[src/rtl/spi_arb_pkg.sv]
// Shared definitions for the two-requester SPI command arbiter.
//   NUM_REQ     : number of requesters sharing the spi_master
//   TIMEOUT_DEF : default per-phase cycle budget before a transaction aborts
//   state_t     : FSM state encoding (IDLE, LAUNCH, WAIT_BUSY, WAIT_DONE, RESP)
//   depth_ok()  : a granted bit count is usable only if 1..data width
package spi_arb_pkg;

  localparam int unsigned NUM_REQ     = 2;
  localparam int unsigned TIMEOUT_DEF = 4096;

  typedef logic [2:0] state_t;

  localparam state_t IDLE      = 3'd0;
  localparam state_t LAUNCH    = 3'd1;
  localparam state_t WAIT_BUSY = 3'd2;
  localparam state_t WAIT_DONE = 3'd3;
  localparam state_t RESP      = 3'd4;

  function automatic logic depth_ok(input logic [7:0] depth, input int unsigned width);
    return (depth != 8'd0) && (32'(depth) <= width);
  endfunction

endpackage

[src/rtl/spi_arbiter_if.sv]
// Bundle of requester handshake, response and spi_master command/status signals.
//   req_valid/req_dir/req_depth/req_data : per-requester command (towards arbiter)
//   req_ready/rsp_valid                  : one-hot accept / completion pulses
//   rsp_err/rsp_data                     : response, qualified by rsp_valid
//   m_start/m_dir/m_depth/m_tx           : command to spi_master
//   m_ready/m_read_finish/m_rx           : status from spi_master
// Modport slave is the arbiter's view, master is the environment's view.
interface spi_arbiter_if
  import spi_arb_pkg::*;
#(
  parameter int unsigned DATA_W = 6
);

  logic [NUM_REQ-1:0]             req_valid;
  logic [NUM_REQ-1:0]             req_dir;
  logic [NUM_REQ-1:0][7:0]        req_depth;
  logic [NUM_REQ-1:0][DATA_W-1:0] req_data;
  logic [NUM_REQ-1:0]             req_ready;
  logic [NUM_REQ-1:0]             rsp_valid;
  logic                           rsp_err;
  logic [DATA_W-1:0]              rsp_data;
  logic                           m_start;
  logic                           m_dir;
  logic [7:0]                     m_depth;
  logic [DATA_W-1:0]              m_tx;
  logic                           m_ready;
  logic                           m_read_finish;
  logic [DATA_W-1:0]              m_rx;

  modport slave (
    input  req_valid, req_dir, req_depth, req_data, m_ready, m_read_finish, m_rx,
    output req_ready, rsp_valid, rsp_err, rsp_data, m_start, m_dir, m_depth, m_tx
  );

  modport master (
    output req_valid, req_dir, req_depth, req_data, m_ready, m_read_finish, m_rx,
    input  req_ready, rsp_valid, rsp_err, rsp_data, m_start, m_dir, m_depth, m_tx
  );

endinterface

[src/rtl/spi_rr_arb2.sv]
// Two-way round-robin selector.
//   clk, rst_n : clock, asynchronous active-low reset
//   req_i      : request vector
//   advance_i  : a grant is being taken this cycle; remember who won
//   grant_o    : one-hot grant (zero when nobody requests)
// The last-grant register resets to 1 so requester 0 wins the first contest.
module spi_rr_arb2 (
  input  logic       clk,
  input  logic       rst_n,
  input  logic [1:0] req_i,
  input  logic       advance_i,
  output logic [1:0] grant_o
);

  logic last_q;

  always_comb begin
    grant_o = req_i;
    if (req_i == 2'b11) grant_o = last_q ? 2'b01 : 2'b10;
  end

  always_ff @(posedge clk or negedge rst_n) begin
    if (!rst_n)                      last_q <= 1'b1;
    else if (advance_i && |req_i)    last_q <= grant_o[1];
  end

endmodule

[src/rtl/spi_arbiter.sv]
// Arbitrates two command requesters onto a single spi_master.
//   clk, rst_n : clock, asynchronous active-low reset
//   bus        : spi_arbiter_if.slave (requester handshake + spi_master link)
// Parameters: DATA_W payload width, TIMEOUT cycles allowed per SPI phase.
// Flow: IDLE grants and latches a command; illegal depths go straight to RESP
// with an error; otherwise LAUNCH -> WAIT_BUSY -> WAIT_DONE track m_ready and
// RESP emits a one-cycle completion pulse to the granted requester.
module spi_arbiter
  import spi_arb_pkg::*;
#(
  parameter int unsigned DATA_W  = 6,
  parameter int unsigned TIMEOUT = TIMEOUT_DEF
) (
  input  logic         clk,
  input  logic         rst_n,
  spi_arbiter_if.slave bus
);

  localparam logic [15:0] TMO_LAST = 16'(TIMEOUT - 1);

  state_t            state_q, state_d;
  logic              g_q;
  logic              dir_q;
  logic [7:0]        depth_q;
  logic [DATA_W-1:0] tx_q;
  logic [DATA_W-1:0] rx_q;
  logic              err_q;
  logic [15:0]       cnt_q;
  logic              rf_q;
  logic [1:0]        req_ready_q;

  logic [1:0] grant;
  logic       gidx;
  logic       take;
  logic       active;
  logic       timeout;
  logic       tmo_hit;
  logic       rf_rise;

  assign take    = (state_q == IDLE) && (|bus.req_valid);
  assign gidx    = grant[1];
  assign active  = (state_q == LAUNCH) || (state_q == WAIT_BUSY) || (state_q == WAIT_DONE);
  assign timeout = (cnt_q == TMO_LAST);
  // m_read_finish is a multi-cycle level; only its rising edge is meaningful.
  assign rf_rise = bus.m_read_finish && !rf_q;

  spi_rr_arb2 u_rr (
    .clk       (clk),
    .rst_n     (rst_n),
    .req_i     (bus.req_valid),
    .advance_i (take),
    .grant_o   (grant)
  );

  always_comb begin
    state_d = state_q;
    tmo_hit = 1'b0;
    case (state_q)
      IDLE: begin
        if (take) state_d = depth_ok(bus.req_depth[gidx], DATA_W) ? LAUNCH : RESP;
      end
      LAUNCH: begin
        if (bus.m_ready)  state_d = WAIT_BUSY;
        else if (timeout) begin state_d = RESP; tmo_hit = 1'b1; end
      end
      WAIT_BUSY: begin
        if (!bus.m_ready) state_d = WAIT_DONE;
        else if (timeout) begin state_d = RESP; tmo_hit = 1'b1; end
      end
      WAIT_DONE: begin
        if (bus.m_ready)  state_d = RESP;
        else if (timeout) begin state_d = RESP; tmo_hit = 1'b1; end
      end
      RESP:    state_d = IDLE;
      default: state_d = IDLE;
    endcase
  end

  always_ff @(posedge clk or negedge rst_n) begin
    if (!rst_n) begin
      state_q     <= IDLE;
      g_q         <= 1'b0;
      dir_q       <= 1'b0;
      depth_q     <= '0;
      tx_q        <= '0;
      rx_q        <= '0;
      err_q       <= 1'b0;
      cnt_q       <= '0;
      rf_q        <= 1'b0;
      req_ready_q <= '0;
    end else begin
      state_q     <= state_d;
      rf_q        <= bus.m_read_finish;
      req_ready_q <= take ? grant : 2'b00;
      cnt_q       <= ((state_d != state_q) || !active) ? '0 : cnt_q + 16'd1;
      if (take) begin
        g_q     <= gidx;
        dir_q   <= bus.req_dir[gidx];
        depth_q <= bus.req_depth[gidx];
        tx_q    <= bus.req_data[gidx];
        rx_q    <= '0;
        err_q   <= !depth_ok(bus.req_depth[gidx], DATA_W);
      end else if (active) begin
        if ((rf_rise && !dir_q) || tmo_hit) err_q <= 1'b1;
        if ((state_q == WAIT_DONE) && bus.m_ready && dir_q) rx_q <= bus.m_rx;
      end
    end
  end

  assign bus.req_ready = req_ready_q;
  assign bus.rsp_valid = (state_q == RESP) ? {g_q, !g_q} : 2'b00;
  assign bus.rsp_err   = err_q;
  assign bus.rsp_data  = rx_q;
  assign bus.m_start   = (state_q == LAUNCH);
  assign bus.m_dir     = dir_q;
  assign bus.m_depth   = depth_q;
  assign bus.m_tx      = tx_q;

endmodule

[src/flat_wrapper.sv]
// flat-port wrapper written by rule: the top's interface ports become plain ports
module spi_arbiter_flat import spi_arb_pkg::*;
#(
  parameter int unsigned DATA_W  = 6,
  parameter int unsigned TIMEOUT = TIMEOUT_DEF
)
  (clk, rst_n, bus_req_valid, bus_req_dir, bus_req_depth, bus_req_data, bus_m_ready, bus_m_read_finish, bus_m_rx, bus_req_ready, bus_rsp_valid, bus_rsp_err, bus_rsp_data, bus_m_start, bus_m_dir, bus_m_depth, bus_m_tx);
  spi_arbiter_if #(.DATA_W(DATA_W)) bus_i ();
  input  logic clk;
  input  logic rst_n;
  input wire logic [$bits(bus_i.req_valid)-1:0] bus_req_valid;
  input wire logic [$bits(bus_i.req_dir)-1:0] bus_req_dir;
  input wire logic [$bits(bus_i.req_depth)-1:0] bus_req_depth;
  input wire logic [$bits(bus_i.req_data)-1:0] bus_req_data;
  input wire logic [$bits(bus_i.m_ready)-1:0] bus_m_ready;
  input wire logic [$bits(bus_i.m_read_finish)-1:0] bus_m_read_finish;
  input wire logic [$bits(bus_i.m_rx)-1:0] bus_m_rx;
  output wire logic [$bits(bus_i.req_ready)-1:0] bus_req_ready;
  output wire logic [$bits(bus_i.rsp_valid)-1:0] bus_rsp_valid;
  output wire logic [$bits(bus_i.rsp_err)-1:0] bus_rsp_err;
  output wire logic [$bits(bus_i.rsp_data)-1:0] bus_rsp_data;
  output wire logic [$bits(bus_i.m_start)-1:0] bus_m_start;
  output wire logic [$bits(bus_i.m_dir)-1:0] bus_m_dir;
  output wire logic [$bits(bus_i.m_depth)-1:0] bus_m_depth;
  output wire logic [$bits(bus_i.m_tx)-1:0] bus_m_tx;
  assign bus_i.req_valid = bus_req_valid;
  assign bus_i.req_dir = bus_req_dir;
  assign bus_i.req_depth = bus_req_depth;
  assign bus_i.req_data = bus_req_data;
  assign bus_i.m_ready = bus_m_ready;
  assign bus_i.m_read_finish = bus_m_read_finish;
  assign bus_i.m_rx = bus_m_rx;
  assign bus_req_ready = bus_i.req_ready;
  assign bus_rsp_valid = bus_i.rsp_valid;
  assign bus_rsp_err = bus_i.rsp_err;
  assign bus_rsp_data = bus_i.rsp_data;
  assign bus_m_start = bus_i.m_start;
  assign bus_m_dir = bus_i.m_dir;
  assign bus_m_depth = bus_i.m_depth;
  assign bus_m_tx = bus_i.m_tx;
  spi_arbiter #(.DATA_W(DATA_W), .TIMEOUT(TIMEOUT)) u_core (.clk(clk), .rst_n(rst_n), .bus(bus_i));
endmodule
[config.mk]
export PLATFORM = sky130hd
export DESIGN_NAME = spi_arbiter_flat
export DESIGN_NICKNAME = d
export VERILOG_FILES = /design/src/rtl/spi_arb_pkg.sv /design/src/rtl/spi_arbiter_if.sv /design/src/rtl/spi_rr_arb2.sv /design/src/rtl/spi_arbiter.sv /design/src/flat_wrapper.sv
export SDC_FILE = /design/constraint.sdc
export NUM_CORES = 1
export LEC_CHECK = 0
export ABC_AREA = 1
export CORE_MARGIN = 5
export CORE_UTILIZATION = 41
export CTS_CLUSTER_SIZE = 40
export DETAILED_ROUTE_END_ITERATION = 6
export PLACE_DENSITY_LB_ADDON = 0.15
export SYNTH_ARGS = -nofsm -noshare
export SYNTH_HDL_FRONTEND = slang
export SYNTH_SLANG_ARGS = --single-unit
[constraint.sdc]
create_clock -name clk -period 1.7 [get_ports clk]
set_input_delay 0.34 -clock clk [delete_from_list [all_inputs] [get_ports clk]]
set_output_delay 0.34 -clock clk [all_outputs]
set_load 0.02 [all_outputs]
# --- After elaboration in Yosys (flattened, before gate mapping) ---
# Index checks and enable logic that the tools add are counted.
op_classes:
  reduce_logical: 25
  mux: 28
  order_cmp: 2
  eq_ne: 7
  add_sub_neg: 1
op_table:
  columns: ["op", "count"]
  rows:
  - ["$mux W6", 5]
  - ["$mux W3", 6]
  - ["$add A16 B1 Y16 const B", 1]
  - ["$eq A16 B12 Y1 const B", 1]
  - ["$mux W16", 1]
  - ["$mux W8", 2]
  - ["$pmux W3 S4", 1]
  - ["$le A8 B3 Y1 const B", 1]
  - ["$mux W1", 8]
  - ["$mux W2", 4]
  - ["$reduce_bool A8 Y1", 1]
  - ["$logic_and A1 B1 Y1", 7]
  - ["$eq A3 B2 Y1 const B", 2]
  - ["$reduce_bool A2 Y1", 3]
  - ["$logic_not A1 Y1", 5]
  - ["$logic_or A1 B1 Y1", 4]
  - ["$reduce_and A2 Y1", 2]
  - ["$reduce_or A2 Y1", 2]
  - ["$eq A3 B1 Y1 const B", 1]
  - ["$eq A3 B3 Y1 const B", 1]
  - ["$logic_not A3 Y1", 1]
  - ["$ne A3 B3 Y1", 1]
  - ["$eq A2 B2 Y1 const B", 1]
  - ["$lt A1 B2 Y1 const B", 1]
  - ["$pmux W1 S2", 1]
word_totals:
  inputBits: 42
  wordCells: 74
  regBits: 46
  out_inout_bits: 27

# --- Depth between registers and ports, before layout ---
logic_depth:
  depth_word: 12
  depth_mapped: 15
  depth_no_buf: 13

# --- Hierarchy ---
# From an unflattened synthesis, not the netlist that was laid out.
unflattened:
  cells_unflattened: 313
  hier_area_um2: 2527.4
by_module_without_submodules:
  columns: ["mod", "cells_per_inst", "area_each_um2", "instances", "seq_area_each_um2"]
  rows:
  - ["spi_arbiter", 305, 2466.1, 1, 1126.1]
  - ["spi_rr_arb2", 8, 61.3, 1, 26.3]

# --- Least setup slack after synthesis ---
# No wires, ideal clock.
synth_timing:
  path_kind: "register to register"
  start: "register u_core.u_rr.last_q"
  end: "register u_core.cnt_q[11]"
  required_ns: 1.576
  n_path_buf: 2
  setup_time_ns: 0.124
  setup_slack_ns: -0.097
  path_stages_with_launch: 14
  arrival_time_ns: 1.672
  synth_period_minus_slack_ns: 1.797
  cell_sequence: "dfstp_2 > nand2_4 > nand2_4 > buf_12 > nand2_2 > o21ai_2 > nand2_2 > nor2_2 > nand3_1 > nand2_1 > nand2_1 > nand3_4 > buf_12 > nor2_4"
synth_via:
  elab_chain_len: 12
  elab_cells_between_ends: 13
  classes_between: "1 x order compare; 1 x eq/ne; 8 x mux; 3 x reduce/logical"
synth_lines:
  columns: ["item", "line_no", "source"]
  rows:
  - ["start, declared", "spi_rr_arb2.sv:15", "logic last_q;"]
  - ["start signal, assigned", "spi_rr_arb2.sv:24", "else if (advance_i && |req_i) last_q <= grant_o[1];"]
  - ["$mux W2 (*) (2 in a row)", "spi_rr_arb2.sv:19", "if (req_i == 2'b11) grant_o = last_q ? 2'b01 : 2'b10;"]
  - ["$mux W8 (implied by the code) (*) (2 in a row)", "spi_arbiter.sv:60", "if (take) state_d = depth_ok(bus.req_depth[gidx], DATA_W) ? LAUNCH : RESP;"]
  - ["$le A8 B3 Y1 or $reduce_bool A8 Y1 (tied branches)", "spi_arb_pkg.sv:20", "return (depth != 8'd0) && (32'(depth) <= width);"]
  - ["$logic_and A1 B1 Y1 (*)", "spi_arb_pkg.sv:20", null]
  - ["$mux W3 (*) (2 in a row)", "spi_arbiter.sv:60", null]
  - ["$pmux W3 S4 (*)", "spi_arbiter.sv:58", "case (state_q)"]
  - ["via u_core.state_d[0]", "spi_arbiter.sv:21", "state_t state_q, state_d;"]
  - ["$ne A3 B3 Y1 (*)", "spi_arbiter.sv:95", "cnt_q <= ((state_d != state_q) || !active) ? '0 : cnt_q + 16'd1;"]
  - ["$logic_or A1 B1 Y1 (*)", "spi_arbiter.sv:95", null]
  - ["$mux W16 (*)", "spi_arbiter.sv:95", null]
  - ["end signal, assigned", "spi_arbiter.sv:95", null]
  - ["end, declared", "spi_arbiter.sv:28", "logic [15:0] cnt_q;"]
# Mark *: on every way through the listed nets, which the timed path passes. The rest lies on a longest branch. The select of a mux whose other input is x is not followed.
# A chain may end at the register's enable or synchronous reset.

# --- Worst setup path in the final report ---
layout_timing:
  start: "register u_core.u_rr.last_q"
  end: "register u_core.cnt_q[13]"
# Same word-level chain as after synthesis.

==> impl_results.md <==
- Status: finished, violations left
- Failing checks: setup timing
- Final setup vio count: 16
- CTS sink cnt: 46
- Remaining DRCs: 0
- Crit. Startpoint: u_core.u_rr.last_q$_DFFE_PN1P_
- Clk network pwr share: 0.206
- Final WS setup: -176 ps
- Area grow syn2layout: 51.0%
- Row count: 28
- Vias per cell: 4.61
- Routed WL: 5.79 mm
- Die area: 7820 sq um
- Sw Share: 0.325
- Fmax: 533 MHz
- Logic pwr share: 0.356
- RSZ-0062 raised after global routing: true
- Pre-CTS setup slack: -523 ps
- Top_reg_cell synth: dfrtp_1
- Leak: 0.00177 uW
- Syn Inst Count: 299
- Post-Syn Area: 2520 sq um
- Worst reg2reg startpoint: u_core.u_rr.last_q$_DFFE_PN1P_
- Initial antenna violation count: 0
- Flip-flop and latch count after synthesis: 46
- Synth unique cells: 33
- Nets@finish: 461
- Endpoint class of the critical path: flip-flop
- CTS buffer count: 5
- Via count: 2272
- H-Tree Depth: 2
- Vias in the first global route: 2240
- CTS tree: done
- Slew HR: 0.748
- Post-DP Area: 3600 sq um
- CTS Root Cell: clkbuf_8
- Largest net degree at the start of global routing: 47
- Post-DP HPWL: 4.39 mm
- Int Pwr: 2050 uW
- Die X: 88.4 um
- Gr usage total: 0.156
- Worst slew pin tran: 377 ps
- I/O pin count: 69
- Fraction of final layout cells sized beyond drive strength 1: 0.280
- Post-synth EDFFs: 0
- Peak supply drop: 0.473 mV
- Die height: 88.4 um
- Grt ovf: 0
- Port bufs: 68
- Finished Cell Area: 3810 sq um
- Worst Setup Path Type: reg -> reg
- Seq pwr share: 0.439
- Clock buffer depth: 2
- Critical path arrival: 2100 ps
- Post-synthesis net count: 342
- Maxcap violations: 0
- Routability cong.: 0.845
- Pwr per Cell Area: 798 nW/um^2
- Critical Path Fanout Max: 8
- Clock slew at reported path FFs: 80 ps
- Final hold vios: 0
- Routed Antenna Nets: 0
- DRT iter0 DRCs: 94
- First-pass GRT wire length: 9.78 mm
- Mapped Avg Cell Area: 8.44 sq um
- Synth warn: 0
- Mean routed wirelength per cell: 11.7 um
- Hold Path Class: in -> async
- Worst setup SP type: flip-flop
- Non-filler cells, final: 493
- Clock latency on the worst-skew pair: 290 ps
- Dpl cells: 480
- Post-synth ARST share: 1.00
- R2R cell count: 14
- Required time worst endpoint: 1930 ps
- Ant diodes: 0
- Max-slew violation count: 0
- Initial DRT Pass Iterations: 4
- Sw power: 987 uW
- Post-layout util: 0.640
- Setup Skew: 11.3 ps
- Final Cycle Share: 1.10
- Sequential fraction of the synthesis area: 0.457
- Core Area: 5960 sq um
- Fin crit period: 1880 ps
- Initial Util: 0.424
- Hold-fix buffers at CTS: 0
-- critical path, stage by stage, from the launching register on --
cell	delay [ps]
dfstp_2	560
nand2_4	90
buf_6	150
nand3b_1	100
nand2_2	70
nand3_2	70
nand2_2	50
inv_2	50
nand2_2	40
nand2_2	80
nand2_4	50
nor2_4	120
nand3_4	110
buf_12	190
nor2_4	70
-- final cells by class --
class / count / area (sq um)
clock buffer: 6 / 72.6
inverter: 43 / 161
multi-input combinational: 202 / 1230
timing repair buffer: 120 / 1090
sequential: 46 / 1150
fill: 526 / 2150
clock inverter: 1 / 7.51
tap: 75 / 93.8
-- cell usage in the layout, fill, tap and decap left out, types with 2 or more instances in the layout --
| master | instances |
|---|---|
| inv_1 | 40 |
| o21ai_2 | 3 |
| buf_2 | 3 |
| nor2_2 | 5 |
| buf_4 | 47 |
| dfrtp_1 | 44 |
| xnor2_1 | 4 |
| buf_12 | 2 |
| nand2_1 | 49 |
| nor2_4 | 14 |
| nor3_1 | 3 |
| buf_6 | 3 |
| nand3_2 | 4 |
| nand3b_1 | 5 |
| o21ai_0 | 30 |
| nand4_1 | 4 |
| nand2_2 | 13 |
| inv_2 | 3 |
| clkbuf_8 | 5 |
| nand3_1 | 19 |
| xor2_1 | 9 |
| nand2_4 | 3 |
| nand3_4 | 2 |
| clkdlybuf4s50_1 | 62 |
| nor2_1 | 23 |
-- state kept, by name, indices dropped and copies added (netlist names) --
name,cells
u_core.bus.rsp_err,1
u_core.rf_q,1
u_core.bus.req_ready,2
u_core.cnt_q,16
u_core.u_rr.last_q,1
u_core.bus.m_dir,1
u_core.bus.m_depth,8
u_core.bus.m_tx,6
u_core.g_q,1
u_core.state_q,3
u_core.bus.rsp_data,6
-- synth_stat cells, drive strengths merged (3+ instances only) --
cell / count / share of area
nand3: 25 / 0.057
clkbuf: 3 / 0.0045
xor2: 9 / 0.031
nand2: 65 / 0.11
nor3: 3 / 0.0060
dfrtp: 45 / 0.45
xnor2: 4 / 0.014
o21ai: 34 / 0.072
buf: 6 / 0.026
inv: 43 / 0.064
nor2: 42 / 0.096
nand4: 4 / 0.0099
nand3b: 5 / 0.015
-- per-layer routing --
layer / GRT usage / vias up / wire length, um
li1: - / 1181 / -
met2: 0.258 / 51 / 2720
met4: 0.0288 / 0 / 64
met3: 0.0559 / 8 / 433
met1: 0.201 / 1032 / 2570
met5: 0 / - / 0
-- final timing paths --
kind	endpoint	slack [ps]
worst max register to register	u_core.cnt_q[13]$_DFF_PN0_	-180
worst min-delay path	u_core.bus.m_depth[7]$_DFFE_PN0P_	20
worst min register to register	u_core.bus.m_depth[5]$_DFFE_PN0P_	480
min in group clk	u_core.bus.m_depth[5]$_DFFE_PN0P_	480
worst max-delay path	u_core.cnt_q[13]$_DFF_PN0_	-180
max in group asynchronous	u_core.u_rr.last_q$_DFFE_PN1P_	1420
-- power by group through the flow --
stage | Clock [uW] | Combinational [uW] | Sequential, uW
after floorplan | 0 | 349 | 1500
after global routing | 694 | 1180 | 1350
final | 626 | 1080 | 1330
after CTS | 653 | 1070 | 1340
after detailed placement | 0 | 1050 | 1350
after global placement | 0 | 1050 | 1350
-- cell families (layout without fill, tap and decap cells) --
group                    count (synthesis)  in the layout  synth area share
AND/OR/NAND/NOR                        146            147             0.308
buffers and inverters                   52            170            0.0942
flip-flops                              46             46             0.457
AO/OA/AOI/OAI                           41             41            0.0908
XOR/XNOR                                13             13            0.0451
adder cells (fa/ha/maj)                  1              1           0.00496
-- repair_timing --
action / 4_1_cts / 5_1_grt
pin swaps: 2 / 8
gates resized for setup: 19 / 25
cloned: 0 / 1
endpoints found under the setup margin: 26 / 21
buffers inserted: 0 / 5
-- metrics by stage --
| stage | TNS (ps) | power (uW) | hold WS [ps] |
|---|---|---|---|
| after floorplan | -865 | 1850 | 44.4 |
| after global placement | -14020 | 2400 | 336 |
| after detailed placement | -15290 | 2410 | 340 |
| after CTS | -2190 | 3060 | 25.5 |
| after global routing | -4730 | 3230 | 35.6 |
| final | -2530 | 3040 | 17.2 |
No activity file was read; power rests on OpenSTA's default activity.
